==> src/rtl/bcd_timekeeper.sv <==
// BCD hh:mm:ss timekeeper with a seconds prescaler, field adjust pulses and a palette rotation index.
// Defining TIMEKEEPER_12H_EN makes hours run 1..12; otherwise they run 00..23.
module bcd_timekeeper #(
  parameter int TICKS_PER_SEC = 31_500_000
) (
  input  logic       px_clk,
  input  logic       reset,
  input  logic       adj_sec_pulse,
  input  logic       adj_min_pulse,
  input  logic       adj_hrs_pulse,
  output logic [3:0] sec_u,
  output logic [2:0] sec_d,
  output logic [3:0] min_u,
  output logic [2:0] min_d,
  output logic [3:0] hrs_u,
  output logic [1:0] hrs_d,
  output logic [3:0] color_offset,
  output logic       sec_tick
);

  localparam int PW = (TICKS_PER_SEC > 1) ? $clog2(TICKS_PER_SEC) : 1;
  localparam logic [PW-1:0] PRESC_LAST = PW'(TICKS_PER_SEC - 1);

`ifdef TIMEKEEPER_12H_EN
  localparam logic [1:0] HRS_D_RST = 2'd1;
  localparam logic [3:0] HRS_U_RST = 4'd2;
`else
  localparam logic [1:0] HRS_D_RST = 2'd0;
  localparam logic [3:0] HRS_U_RST = 4'd0;
`endif

  logic [PW-1:0] presc;
  logic          pending;
  logic          tick;
  logic          adj_any;
  logic          apply_tick;

  logic [3:0] sec_u_nx;
  logic [2:0] sec_d_nx;
  logic [3:0] min_u_nx;
  logic [2:0] min_d_nx;
  logic [3:0] hrs_u_nx;
  logic [1:0] hrs_d_nx;
  logic       sec_wrap;
  logic       min_wrap;

  assign tick    = (presc == PRESC_LAST);
  assign adj_any = adj_sec_pulse | adj_min_pulse | adj_hrs_pulse;
  // Any adjust pulse defers the tick; a tick that lands while one already waits merges into it.
  assign apply_tick = (tick | pending) & ~adj_any;

  assign sec_wrap = (sec_u == 4'd9) && (sec_d == 3'd5);
  assign min_wrap = (min_u == 4'd9) && (min_d == 3'd5);

  always_comb begin
    sec_u_nx = sec_u + 4'd1;
    sec_d_nx = sec_d;
    if (sec_u == 4'd9) begin
      sec_u_nx = 4'd0;
      sec_d_nx = (sec_d == 3'd5) ? 3'd0 : sec_d + 3'd1;
    end
  end

  always_comb begin
    min_u_nx = min_u + 4'd1;
    min_d_nx = min_d;
    if (min_u == 4'd9) begin
      min_u_nx = 4'd0;
      min_d_nx = (min_d == 3'd5) ? 3'd0 : min_d + 3'd1;
    end
  end

  always_comb begin
    hrs_u_nx = hrs_u + 4'd1;
    hrs_d_nx = hrs_d;
`ifdef TIMEKEEPER_12H_EN
    if (hrs_d == 2'd1 && hrs_u == 4'd2) begin
      hrs_d_nx = 2'd0;
      hrs_u_nx = 4'd1;
    end else if (hrs_u == 4'd9) begin
      hrs_d_nx = 2'd1;
      hrs_u_nx = 4'd0;
    end
`else
    if (hrs_d == 2'd2 && hrs_u == 4'd3) begin
      hrs_d_nx = 2'd0;
      hrs_u_nx = 4'd0;
    end else if (hrs_u == 4'd9) begin
      hrs_d_nx = hrs_d + 2'd1;
      hrs_u_nx = 4'd0;
    end
`endif
  end

  always_ff @(posedge px_clk) begin
    if (reset) begin
      presc        <= '0;
      pending      <= 1'b0;
      sec_tick     <= 1'b0;
      color_offset <= 4'd0;
      sec_u        <= 4'd0;
      sec_d        <= 3'd0;
      min_u        <= 4'd0;
      min_d        <= 3'd0;
      hrs_u        <= HRS_U_RST;
      hrs_d        <= HRS_D_RST;
    end else begin
      presc    <= tick ? '0 : presc + PW'(1);
      pending  <= adj_any & (tick | pending);
      sec_tick <= apply_tick;
      if (apply_tick) begin
        sec_u <= sec_u_nx;
        sec_d <= sec_d_nx;
        if (sec_wrap) begin
          min_u        <= min_u_nx;
          min_d        <= min_d_nx;
          color_offset <= color_offset + 4'd1;
          if (min_wrap) begin
            hrs_u <= hrs_u_nx;
            hrs_d <= hrs_d_nx;
          end
        end
      end else begin
        // Adjusts touch only their own field; no carry between fields.
        if (adj_sec_pulse) begin
          sec_u <= sec_u_nx;
          sec_d <= sec_d_nx;
        end
        if (adj_min_pulse) begin
          min_u        <= min_u_nx;
          min_d        <= min_d_nx;
          color_offset <= color_offset + 4'd1;
        end
        if (adj_hrs_pulse) begin
          hrs_u <= hrs_u_nx;
          hrs_d <= hrs_d_nx;
        end
      end
    end
  end

endmodule

==> config.mk <==
export PLATFORM = sky130hd
export DESIGN_NAME = bcd_timekeeper
export DESIGN_NICKNAME = d
export VERILOG_FILES = /design/src/rtl/bcd_timekeeper.sv
export SDC_FILE = /design/constraint.sdc
export NUM_CORES = 1
export LEC_CHECK = 0
export BUFFER_PORTS_ARGS = -buffer_cell sky130_fd_sc_hd__buf_4
export CORE_MARGIN = 1.5
export CORE_UTILIZATION = 32
export DETAILED_ROUTE_END_ITERATION = 7
export HOLD_SLACK_MARGIN = 0.12
export SLEW_MARGIN = 20
export SYNTH_ARGS = -nofsm -noshare
export SYNTH_HDL_FRONTEND = slang
export SYNTH_SLANG_ARGS = --single-unit
==> constraint.sdc <==
create_clock -name px_clk -period 3.1 [get_ports px_clk]
set_clock_uncertainty 0.05 [all_clocks]
set_input_delay 0.155 -clock px_clk [delete_from_list [all_inputs] [get_ports px_clk]]
set_output_delay 0.155 -clock px_clk [all_outputs]
set_load 0.03 [all_outputs]
==> run_results.csv <==
group,metric,value,unit
outcome,status,"complete, no violations",
worst_setup_path,crit_path_end_kind,"flop",
worst_setup_path,critPathMaxFanout,6,
synth,async_reset_ff_frac,0,
clock_tree,cts_buffers,5,
power,power_density,393,nW/um2
worst_setup_path,worstPathArrival,2.63,ns
timing,final_max_slew_viol_count,0,
cells_and_area,final_cells,441,
placed_design,place_inst,433,
placed_design,dpl.hpwl,3910,um
synth,ys_seq_area_frac,0.385,
global_routing,grt_pass1_vias,1945,
global_routing,grt_max_degree,41,
timing,max_freq,0.411,GHz
worst_setup_path,cp_slowest_stage_delay,0.53,ns
synth,syn-num-nets,320,
placed_design,place.gp.congestion,0.795,
global_routing,grtUsageMet3,0.0202,
global_routing,globalRouteMet2Util,0.188,
synth,synth_top_area_share,0.385,
timing,rsz0062_at_grt,"false",
floorplan,die_y,94,um
synth,synth_area_leaders,"dfxtp_1 (39%), nor2_1 (5.4%), xnor2_1 (5.0%)",
clock_tree,cts-root-buf,"clkbuf_8",
clock_tree,clk_pin_slew_worst_paths,0.10,ns
clock_tree,holdBufCountCts,0,
cells_and_area,antenna_cells,0,
clock_tree,cts_resized,0,
cells_and_area,layout-drive-gt1-share,0.158,
job,drv_cap,0,
global_routing,busiest_layer,"met1",
synth,synth-seq-cells,51,
cells_and_area,final_util,0.373,
global_routing,grt_overflow_total,0,
global_routing,grt_use_total,0.133,
min_path,hp-class,"primary input to flop",
routing,vias_per_cell,5.04,
cells_and_area,stdcell_area,3030,um2
worst_setup_path,startpoint_type,"flop",
placed_design,io_buffers,29,
timing,hold_viol,0,
synth,synth.distinct_cells,49,
worst_setup_path,slowest_stage,"nor3_1",
timing,fin_tns_setup,0,ns
cells_and_area,multi_input_area,1520,um2
floorplan,start_util,0.326,
routing,vias,2221,
synth,synth_top_area_cell,"dfxtp_1",
power,p_leak,1.08,nW
synth,synth.top_cells.by_count,"dfxtp_1 (51), nor2_1 (38), nand3_1 (20), o21ai_0 (17), xnor2_1 (15)",
timing,finalSetupViolations,0,
worst_setup_path,path_buf_inv,0,
worst_setup_path,crit_start,"presc[0]$_SDFF_PP0_",
floorplan,ioPinCount,30,
synth,synth-edff-count,0,
placed_design,placed_cell_area,2940,um2
synth,yosysMostFrequentCell,"dfxtp_1",
routing,drt_wl_total,5660,um
worst_setup_path,critPathKind,"flop to flop",
worst_setup_path,critical_path_required,3.29,ns
synth,synth_ff_type,"dfxtp_1",
floorplan,die_w,94,um
clock_tree,clk_path_buf_depth,2,
worst_setup_path,critPathTopFamily,"simple AND/OR/NAND/NOR gates",
worst_setup_path,rr_worst_depth,6,
timing,worst_pin_slew,0.744,ns
synth,netlist_instances,311,
routing,drcViolationCount,0,
worst_setup_path,r2r-end,"hrs_u[1]$_SDFFE_PP0P_",
clock_tree,clk_latency,0.31,ns
cells_and_area,fillCellCount,800,
timing,relSlewSlack,0.504,
floorplan,core-area,8130,um2
floorplan,rows,33,
power,peakVddDrop,0.169,mV
global_routing,grtUsageMet1,0.203,
floorplan,die_area,8840,um2
routing,ant_nets,0,
clock_tree,tritoncts,"yes",
cells_and_area,finalNetCount,344,
worst_setup_path,rrSetupSlack,0.67,ns
synth,synth_area_per_cell,8.52,um2
timing,fin_crit,2.43,ns
routing,first_iter_violations,83,
synth,syn_area,2650,um2
clock_tree,cts_setup_buffers,0,
clock_tree,ctsHtreeMaxLevel,2,
clock_tree,cts.sinks,51,
worst_setup_path,path_depth,6,
routing,drtPass1Iterations,6,
cells_and_area,regArea,1020,um2
cells_and_area,area_growth,14.5,%
global_routing,antenna_found_initial,0,
worst_setup_path,endpoint,"hrs_u[1]$_SDFFE_PP0P_",
worst_setup_path,r2r-start,"presc[0]$_SDFF_PP0_",
global_routing,grt_pass1_wl,9520,um
synth,ys_warn_count,0,
timing,fin_crit_sh,0.785,
routing,wl_per_cell,12.8,um
worst_setup_path,crit_chain,"ha_1 > nand4_1 > nor3_1 > a21boi_0 > or4_1 > a21oi_1",
routing by layer:
metal,up-vias,part of all wire
li1,1166,-
met1,1013,0.53
met2,37,0.44
met3,5,0.026
met4,0,0.0094
met5,-,0
stage by stage:
stage / power, W / setup WS [ns] / hold slack [ns]
3_3_place_gp: 0.000797 / 0.816 / 0.395
2_1_floorplan: 0.000769 / 0.893 / 0.298
3_5_place_dp: 0.000800 / 0.750 / 0.423
4_1_cts: 0.00121 / 0.707 / 0.173
6_report: 0.00119 / 0.665 / 0.186
5_1_grt: 0.00124 / 0.419 / 0.206
flip-flops by register name, indices dropped and copies added (netlist names):
name / flops
presc: 25
color_offset: 4
hrs_u: 4
min_u: 4
sec_u: 4
min_d: 3
sec_d: 3
hrs_d: 2
pending: 1
sec_tick: 1
worst min-delay path, delay by kind of cell:
| kind | cells | cell delay, ns |
|---|---|---|
| AO/OA/AOI/OAI | 2 | 0.15 |
| buffers and inverters | 1 | 0.12 |
| AND/OR/NAND/NOR | 1 | 0.07 |
worst min path at each step:
stage                              startpoint               endpoint  slack [ns]  depth (start not counted)
after floorplan                         reset  hrs_u[2]$_SDFFE_PP0P_        0.30                          2
after CTS                       adj_hrs_pulse  hrs_d[1]$_SDFFE_PP0P_        0.17                          4
after detailed placement  presc[0]$_SDFF_PP0_    presc[0]$_SDFF_PP0_        0.42                          1
after global placement    presc[0]$_SDFF_PP0_    presc[0]$_SDFF_PP0_        0.39                          1
after global routing            adj_hrs_pulse  hrs_d[1]$_SDFFE_PP0P_        0.21                          4
final                           adj_hrs_pulse  hrs_d[1]$_SDFFE_PP0P_        0.19                          4
power by group:
group	switching, W	total [W]	internal [W]	leakage, nW
Clock	0.000224	0.000408	0.000183	0.0484
Combinational	0.0000621	0.0000993	0.0000372	0.615
Sequential	0.0000176	0.000685	0.000667	0.413
Total	0.000304	0.00119	0.000888	1.08
cells by family after synthesis:
family | count (synthesis) | synth area share
simple gates | 148 | 0.318
compound gates | 54 | 0.127
fa+ha+maj | 4 | 0.0189
mux | 11 | 0.0453
xor+xnor | 20 | 0.0661
flops | 51 | 0.385
buf+inv | 23 | 0.0397
placed cells by master (no fill, tap or decap), types with 3 or more instances in the layout:
| cell | n |
|---|---|
| or3_1 | 5 |
| o21ai_0 | 17 |
| nand3_1 | 20 |
| nor3b_1 | 3 |
| ha_1 | 4 |
| xnor2_1 | 15 |
| nor3_1 | 12 |
| clkbuf_8 | 6 |
| a21oi_1 | 14 |
| nand4_1 | 5 |
| nor4_1 | 6 |
| and3_1 | 4 |
| nor2b_1 | 10 |
| or4_1 | 4 |
| a311oi_1 | 3 |
| nand2b_1 | 8 |
| buf_4 | 30 |
| xor2_1 | 5 |
| a21o_1 | 4 |
| mux2i_1 | 3 |
| mux2_2 | 8 |
| inv_1 | 10 |
| nor2_1 | 38 |
| a31oi_1 | 6 |
| and4_1 | 3 |
| dfxtp_1 | 51 |
| nand2_1 | 14 |
area by class of cell:
class,instances,share of cell area
repair buffers,30,0.0742
inverters,10,0.0124
clock buffers,7,0.0285
clock inverters,1,0.00289
well taps,105,0.0433
flip-flops and latches,51,0.336
multi-input cells,237,0.502
Power figures use the tool's default switching activity.
